===== config.mk =====
export PLATFORM = sky130hd
export DESIGN_NAME = uart_rx_core_flat
export DESIGN_NICKNAME = d
export VERILOG_FILES = /design/src/rtl/uart_rx_core_if.sv /design/src/rtl/uart_rx_core.sv /design/src/flat_wrapper.sv
export SDC_FILE = /design/constraint.sdc
export NUM_CORES = 1
export LEC_CHECK = 0
export CORE_ASPECT_RATIO = 1.5
export CORE_MARGIN = 10
export CORE_UTILIZATION = 55
export CTS_CLUSTER_DIAMETER = 50
export DETAILED_ROUTE_END_ITERATION = 10
export PLACE_DENSITY = 0.75
export REMOVE_ABC_BUFFERS = 1
export SYNTH_ARGS = -nofsm -noshare
export SYNTH_HDL_FRONTEND = slang
export SYNTH_SLANG_ARGS = --single-unit

===== constraint.sdc =====
create_clock -name clk -period 2.2 [get_ports clk]
set_input_delay 0.22 -clock clk [delete_from_list [all_inputs] [get_ports clk]]
set_output_delay 0.22 -clock clk [all_outputs]
set_load 0.02 [all_outputs]

===== src/rtl/uart_rx_core_if.sv =====
// ---------------------------------------------------------------------------
// uart_rx_core_if
// Character delivery interface between the UART receiver and its consumer.
//   data       : received character, LSB = first bit on the line
//   valid      : data and error flags hold a character
//   ready      : consumer accepts; transfer when valid && ready
//   parity_err : parity mismatch for the presented character (qualified by valid)
//   frame_err  : a stop bit was sampled 0 (qualified by valid)
//   overrun    : sticky; a character was lost while valid was high
// Modports: master = receiver side, slave = consumer side.
// ---------------------------------------------------------------------------
interface uart_rx_core_if #(
  parameter int DATA_BITS = 8
) ();
  logic [DATA_BITS-1:0] data;
  logic                 valid;
  logic                 ready;
  logic                 parity_err;
  logic                 frame_err;
  logic                 overrun;

  modport master (
    output data, valid, parity_err, frame_err, overrun,
    input  ready
  );

  modport slave (
    input  data, valid, parity_err, frame_err, overrun,
    output ready
  );
endinterface


===== src/rtl/uart_rx_core.sv =====
// ---------------------------------------------------------------------------
// uart_rx_core
// Parametrised UART receiver. Oversamples the asynchronous line 16x, rejects
// false starts, frames a configurable character and presents it on a
// valid/ready interface with per-character error flags and a sticky overrun.
//
// Ports:
//   clk    : system clock, all state on the rising edge
//   rst    : asynchronous active-high reset
//   i_rx   : serial line, idle high, asynchronous to clk
//   o_busy : high while a frame is in progress (state != IDLE)
//   m_if   : uart_rx_core_if.master (data/valid/ready/parity_err/frame_err/overrun)
//
// Optional feature macro: UART_RX_MAJORITY_EN
//   defined     : each bit decided by 2-of-3 majority of samples at sc 6/7/8
//   not defined : a single sample at sc 7 decides each bit
// ---------------------------------------------------------------------------
module uart_rx_core #(
  parameter int CLK_HZ    = 100000000,
  parameter int BAUD      = 9600,
  parameter int DATA_BITS = 8,
  parameter int PARITY    = 0,
  parameter int STOP_BITS = 1
) (
  input  logic           clk,
  input  logic           rst,
  input  logic           i_rx,
  output logic           o_busy,
  uart_rx_core_if.master m_if
);

  localparam int DIV_RAW = (CLK_HZ + 8 * BAUD) / (16 * BAUD);
  localparam int DIV     = (DIV_RAW < 1) ? 1 : DIV_RAW;
  localparam int DIV_W   = (DIV > 1) ? $clog2(DIV) : 1;
  localparam int BIT_W   = $clog2(DATA_BITS);
  localparam logic [BIT_W-1:0] LAST_BIT = BIT_W'(DATA_BITS - 1);

  typedef enum logic [2:0] {
    S_IDLE,
    S_START,
    S_DATA,
    S_PARITY,
    S_STOP
  } state_t;

  state_t               r_state;
  state_t               w_state_nxt;
  logic                 r_sync1;
  logic                 r_sync2;
  logic [1:0]           r_flush;
  logic                 r_armed;
  logic [DIV_W-1:0]     r_div_cnt;
  logic                 w_tick;
  logic                 w_rx_s;
  logic [3:0]           r_sc;
  logic [BIT_W-1:0]     r_bit_idx;
  logic                 r_stop_idx;
  logic                 w_stop_last;
  logic [DATA_BITS-1:0] r_shift;
  logic                 r_par_bit;
  logic                 r_ferr;
  logic                 w_bit;
  logic                 w_false_start;
  logic                 w_last_stop;
  logic                 w_shift_en;
  logic                 w_par_en;
  logic                 w_stop1_en;
  logic                 w_done;
  logic                 w_perr;
  logic                 w_ferr;
  logic [DATA_BITS-1:0] r_data;
  logic                 r_valid;
  logic                 r_perr;
  logic                 r_ferr_out;
  logic                 r_overrun;

  // Synchroniser. r_flush marks when r_sync2 holds a genuine line sample
  // rather than its reset value, so a line held low through reset cannot arm.
  always_ff @(posedge clk or posedge rst) begin
    if (rst) begin
      r_sync1 <= 1'b1;
      r_sync2 <= 1'b1;
      r_flush <= 2'b00;
      r_armed <= 1'b0;
    end else begin
      r_sync1 <= i_rx;
      r_sync2 <= r_sync1;
      r_flush <= {r_flush[0], 1'b1};
      if (r_flush[1] && r_sync2)
        r_armed <= 1'b1;
    end
  end

  assign w_rx_s = r_sync2;

  // Free-running 16x tick generator.
  assign w_tick = (r_div_cnt == DIV_W'(DIV - 1));

  always_ff @(posedge clk or posedge rst) begin
    if (rst)
      r_div_cnt <= '0;
    else if (w_tick)
      r_div_cnt <= '0;
    else
      r_div_cnt <= r_div_cnt + DIV_W'(1);
  end

`ifdef UART_RX_MAJORITY_EN
  localparam logic [3:0] DECIDE_SC = 4'd8;
  logic r_s6;
  logic r_s7;

  always_ff @(posedge clk or posedge rst) begin
    if (rst) begin
      r_s6 <= 1'b1;
      r_s7 <= 1'b1;
    end else if (w_tick) begin
      if (r_sc == 4'd6) r_s6 <= w_rx_s;
      if (r_sc == 4'd7) r_s7 <= w_rx_s;
    end
  end

  // Evaluated at sc 8 with the live sample as the third vote.
  assign w_bit         = (r_s6 & r_s7) | (r_s6 & w_rx_s) | (r_s7 & w_rx_s);
  // At sc 7 only two votes exist; a false start needs both to read high.
  assign w_false_start = r_s6 & w_rx_s;
  // The final stop completes at sc 7, so it is judged on two votes: an
  // error only when both read low.
  assign w_last_stop   = r_s6 | w_rx_s;
`else
  localparam logic [3:0] DECIDE_SC = 4'd7;
  assign w_bit         = w_rx_s;
  assign w_false_start = w_rx_s;
  assign w_last_stop   = w_rx_s;
`endif

  assign w_stop_last = (STOP_BITS == 1) ? 1'b1 : r_stop_idx;

  always_ff @(posedge clk or posedge rst) begin
    if (rst)
      r_state <= S_IDLE;
    else
      r_state <= w_state_nxt;
  end

  always_comb begin
    w_state_nxt = r_state;
    w_shift_en  = 1'b0;
    w_par_en    = 1'b0;
    w_stop1_en  = 1'b0;
    w_done      = 1'b0;
    if (w_tick) begin
      case (r_state)
        S_IDLE: begin
          if (r_armed && !w_rx_s)
            w_state_nxt = S_START;
        end
        S_START: begin
          if (r_sc == 4'd7 && w_false_start)
            w_state_nxt = S_IDLE;
          else if (r_sc == 4'd15)
            w_state_nxt = S_DATA;
        end
        S_DATA: begin
          if (r_sc == DECIDE_SC)
            w_shift_en = 1'b1;
          if (r_sc == 4'd15 && r_bit_idx == LAST_BIT)
            w_state_nxt = (PARITY != 0) ? S_PARITY : S_STOP;
        end
        S_PARITY: begin
          if (r_sc == DECIDE_SC)
            w_par_en = 1'b1;
          if (r_sc == 4'd15)
            w_state_nxt = S_STOP;
        end
        S_STOP: begin
          if (w_stop_last) begin
            if (r_sc == 4'd7) begin
              w_done      = 1'b1;
              w_state_nxt = S_IDLE;
            end
          end else if (r_sc == DECIDE_SC) begin
            w_stop1_en = 1'b1;
          end
        end
        default: w_state_nxt = S_IDLE;
      endcase
    end
  end

  // Bit timing counters and the character being assembled.
  always_ff @(posedge clk or posedge rst) begin
    if (rst) begin
      r_sc       <= '0;
      r_bit_idx  <= '0;
      r_stop_idx <= 1'b0;
      r_shift    <= '0;
      r_par_bit  <= 1'b0;
      r_ferr     <= 1'b0;
    end else if (w_tick) begin
      if (r_state == S_IDLE) begin
        r_sc       <= '0;
        r_bit_idx  <= '0;
        r_stop_idx <= 1'b0;
        r_ferr     <= 1'b0;
      end else begin
        r_sc <= r_sc + 4'd1;
        if (r_state == S_DATA && r_sc == 4'd15)
          r_bit_idx <= r_bit_idx + BIT_W'(1);
        if (r_state == S_STOP && r_sc == 4'd15)
          r_stop_idx <= 1'b1;
      end
      if (w_shift_en)
        r_shift <= {w_bit, r_shift[DATA_BITS-1:1]};
      if (w_par_en)
        r_par_bit <= w_bit;
      if (w_stop1_en && !w_bit)
        r_ferr <= 1'b1;
    end
  end

  always_comb begin
    w_perr = 1'b0;
    if (PARITY == 1)
      w_perr = ~(^r_shift ^ r_par_bit);
    else if (PARITY == 2)
      w_perr = ^r_shift ^ r_par_bit;
  end

  assign w_ferr = r_ferr | ~w_last_stop;

  // Output holding register. A completing character loads whenever the slot
  // is empty or is being emptied this cycle; otherwise it is dropped.
  always_ff @(posedge clk or posedge rst) begin
    if (rst) begin
      r_data     <= '0;
      r_valid    <= 1'b0;
      r_perr     <= 1'b0;
      r_ferr_out <= 1'b0;
      r_overrun  <= 1'b0;
    end else begin
      if (w_done && (!r_valid || m_if.ready)) begin
        r_data     <= r_shift;
        r_perr     <= w_perr;
        r_ferr_out <= w_ferr;
        r_valid    <= 1'b1;
      end else if (r_valid && m_if.ready) begin
        r_valid <= 1'b0;
      end
      if (w_done && r_valid && !m_if.ready)
        r_overrun <= 1'b1;
      else if (r_valid && m_if.ready)
        r_overrun <= 1'b0;
    end
  end

  assign m_if.data       = r_data;
  assign m_if.valid      = r_valid;
  assign m_if.parity_err = r_perr;
  assign m_if.frame_err  = r_ferr_out;
  assign m_if.overrun    = r_overrun;
  assign o_busy          = (r_state != S_IDLE);

endmodule


===== src/flat_wrapper.sv =====
// flat-port wrapper written by rule: the top's interface ports become plain ports
module uart_rx_core_flat 
#(
  parameter int CLK_HZ    = 100000000,
  parameter int BAUD      = 9600,
  parameter int DATA_BITS = 8,
  parameter int PARITY    = 0,
  parameter int STOP_BITS = 1
)
  (clk, rst, i_rx, o_busy, m_if_data, m_if_valid, m_if_parity_err, m_if_frame_err, m_if_overrun, m_if_ready);
  uart_rx_core_if #(.DATA_BITS(DATA_BITS)) m_if_i ();
  input  logic clk;
  input  logic rst;
  input  logic i_rx;
  output logic o_busy;
  output wire logic [$bits(m_if_i.data)-1:0] m_if_data;
  output wire logic [$bits(m_if_i.valid)-1:0] m_if_valid;
  output wire logic [$bits(m_if_i.parity_err)-1:0] m_if_parity_err;
  output wire logic [$bits(m_if_i.frame_err)-1:0] m_if_frame_err;
  output wire logic [$bits(m_if_i.overrun)-1:0] m_if_overrun;
  input wire logic [$bits(m_if_i.ready)-1:0] m_if_ready;
  assign m_if_data = m_if_i.data;
  assign m_if_valid = m_if_i.valid;
  assign m_if_parity_err = m_if_i.parity_err;
  assign m_if_frame_err = m_if_i.frame_err;
  assign m_if_overrun = m_if_i.overrun;
  assign m_if_i.ready = m_if_ready;
  uart_rx_core #(.CLK_HZ(CLK_HZ), .BAUD(BAUD), .DATA_BITS(DATA_BITS), .PARITY(PARITY), .STOP_BITS(STOP_BITS)) u_core (.clk(clk), .rst(rst), .i_rx(i_rx), .o_busy(o_busy), .m_if(m_if_i));
endmodule

==> impl_metrics.tcl <==
set metrics [dict create \
    cts_tree "done" \
    instances_no_fill 218 \
    fin_skew_ps 12.2 \
    synth_edf_count 0 \
    fp.dieH_um 93.3 \
    hpwl_um 2540 \
    drt_first_pass_iters 4 \
    final_cell_mix "42 x dfrtp_1, 15 x clkdlybuf4s50_1, 12 x mux2_2" \
    initial_core_util_pct 57.7 \
    antenna_left 0 \
    nNetsFinal 184 \
    routed_via_density 5.53 \
    grt_overflow 0 \
    regToRegStartpoint "u_core.r_div_cnt[0]" \
    wl_per_cell_um 15.8 \
    setup.worst_path.start "u_core.r_div_cnt[0]" \
    cts_buffer_depth 2 \
    finalCritPeriodShare_pct 92.2 \
    num_vias 1205 \
    r2r_end "u_core.r_shift[6]" \
    p_sw_share_pct 21.7 \
    ys_warn_count 0 \
    io_buffers 15 \
    tns_ps 0 \
    chipWidth_um 68.9 \
    final_common_cell "dfrtp_1" \
    switching_power_uw 290 \
    placed_cells 210 \
    yosysUniqueCellTypes 42 \
    worst-r2r-setup-slack_ps 170 \
    io-pin-count 17 \
    reg2reg_depth 6 \
    critPathLaunchType "flip-flop" \
    grt_first_pass_wirelength_um 5920 \
    row_count 26 \
    cp.depth 6 \
    ys_seq_area_share_pct 56.0 \
    cts_setup_buffers 0 \
    dieArea_um2 6430 \
    synthArstFlopShare_pct 100 \
    slew_headroom_pct 64.2 \
    cts.repair.resized 0 \
    cp_slowest_cell "dfrtp_1" \
    antenna_found_initial 0 \
    endpoint_kind "flip-flop" \
    diodes 0 \
    cp_max_fo 20 \
    core_um2 3420 \
    ir_drop_uv 628 \
    synth.ff_latch_count 44 \
    seqPwrFrac_pct 61.2 \
    slew_viol_final 0 \
    dpl_cell_area_um2 2150 \
    synthToLayoutAreaGrowth_pct 13.3 \
    synth_flop_cell "dfrtp_1" \
    clk_latency_ps 300 \
    min-delay-start "i_rx" \
    max_cap_violations 0 \
    drt_iter0_drc 106 \
    clock.fmax_mhz 493 \
    holdBufCountCts 0 \
    clkTransAtPathRegs_ps 90 \
    critPathArrivalTime_ps 2220 \
    post_synth.cell_area_avg_um2 12.6 \
    finalHoldViolCount 0 \
    endpoint "u_core.r_shift[6]" \
    fill_cells 259 \
    cts.sinks 44 \
    synth_area_um2 1970 \
    grt_max_degree 45 \
    gp_congestion 0.849 \
    final_area_um2 2230 \
    drive_above_1_share_pct 18.8 \
    critPathBufInv 1 \
    p_comb_share_pct 2.4 \
    synthCells 157 \
    slowest_delay_ps 430 \
    cp.required_ps 2390 \
    drc 0 \
    power_frac_clock_pct 36.4 \
    grt_pass1_vias 1264 \
    rsz0062_at_grt "false" \
    power_mw 1.34 \
    powerDensity_nw_per_um2 599 \
    status "completed" \
    utilization_pct 65.4 \
    cp_cell_sequence "inv_1 > ha_1 > and3b_1 > and3_4 > and3_1 > mux2_2" \
    cts_buffers 5 \
    totalWireLength_um 3440 \
    worstMarginPinSlew_ps 537 \
    holdCritPathClass "in -> reg" \
    intPower_mw 1.05 \
    critical_path_class "reg -> reg" \
    period_minus_slack_ps 2030 \
    setup_viol 0 \
    htreeDepth 2 \
    path_delay_family "simple AND/OR/NAND/NOR gates" \
    grt_usage_pct 12.0 \
    power_leakage_nw 1.07 \
    cts_root_buf "clkbuf_8" \
]
==> cells by family after synthesis <==
kind of cell,count (synthesis),synth area share (%)
flops,44,56.0
simple gates,44,12.9
mux,22,14.0
compound gates,16,5.91
buf+inv,16,4.13
xor+xnor,8,3.56
fa+ha+maj,5,3.17
other cells,2,0.381
==> worst min-delay path by stage <==
stage	to	slack, ps	cells after the start
6_report	u_core.r_sync1	340	1
3_5_place_dp	u_core.r_flush[1]	340	0
3_3_place_gp	u_core.r_flush[1]	330	0
4_1_cts	u_core.r_sync1	340	1
5_1_grt	u_core.r_sync1	340	1
2_1_floorplan	u_core.r_sync1	220	0
==> flip-flops by register name, summed over array words and instances, names as in the netlist, 2 cells and up <==
register / count
u_core.r_div_cnt: 10
u_core.r_shift: 8
u_core.r_bit_idx: 3
u_core.r_flush: 2
u_core.m_if.data: 8
u_core.r_state: 3
u_core.r_sc: 4
==> power by group through the flow <==
stage	combinational, mW	clock [mW]	sequential (mW)
finish	0.0319	0.487	0.818
global route	0.0368	0.536	0.818
CTS	0.0331	0.503	0.818
detailed placement	0.0331	0	0.834
global placement	0.0321	0	0.834
floorplan	0.0160	0	0.835
==> worst reg2reg max path, cell delays in order, from the launching register on <==
cell and delay, ps:
dfrtp_1 430, inv_1 80, ha_1 130, and3b_1 170
and3_4 320, and3_1 410, mux2_2 390
==> cells in the mapped netlist, drive strengths merged (3+ instances only) <==
cell type | n | area, µm²
clkbuf | 3 | 12.5
inv | 9 | 33.8
mux2 | 20 | 255
dfrtp | 42 | 1050
o21ai | 3 | 15.0
xnor2 | 6 | 52.6
ha | 5 | 62.6
nor3 | 3 | 15.0
and3b | 3 | 26.3
buf | 4 | 35.0
nor2 | 9 | 33.8
and3 | 4 | 30.0
nand2 | 5 | 18.8
nand3 | 9 | 45.0
==> through the flow <==
| step | hold WS [ps] | setup slack [ps] |
|---|---|---|
| after global routing | 338 | 52.0 |
| final | 343 | 172 |
| after CTS | 338 | 178 |
| after detailed placement | 336 | 187 |
| after floorplan | 224 | 304 |
| after global placement | 332 | 264 |
==> metal layers <==
layer	vias to the layer above	part of all wire, %	GRT usage, %
li1	583	-	-
met1	592	38	12.6
met2	20	53	19.9
met3	10	5.6	3.82
met4	0	3.3	7.10
met5	-	0	0
==> cell type report <==
class	count	area (µm²)	share of cell area [%]
Clock buffer	6	72.6	3.25
Tap cell	42	52.6	2.35
Multi-Input combinational cell	97	786	35.2
Sequential cell	44	1100	49.4
Timing Repair Buffer	18	173	7.73
Clock inverter	2	12.5	0.560
Inverter	9	33.8	1.51
Note: power is estimated with default switching activity, not from simulation.
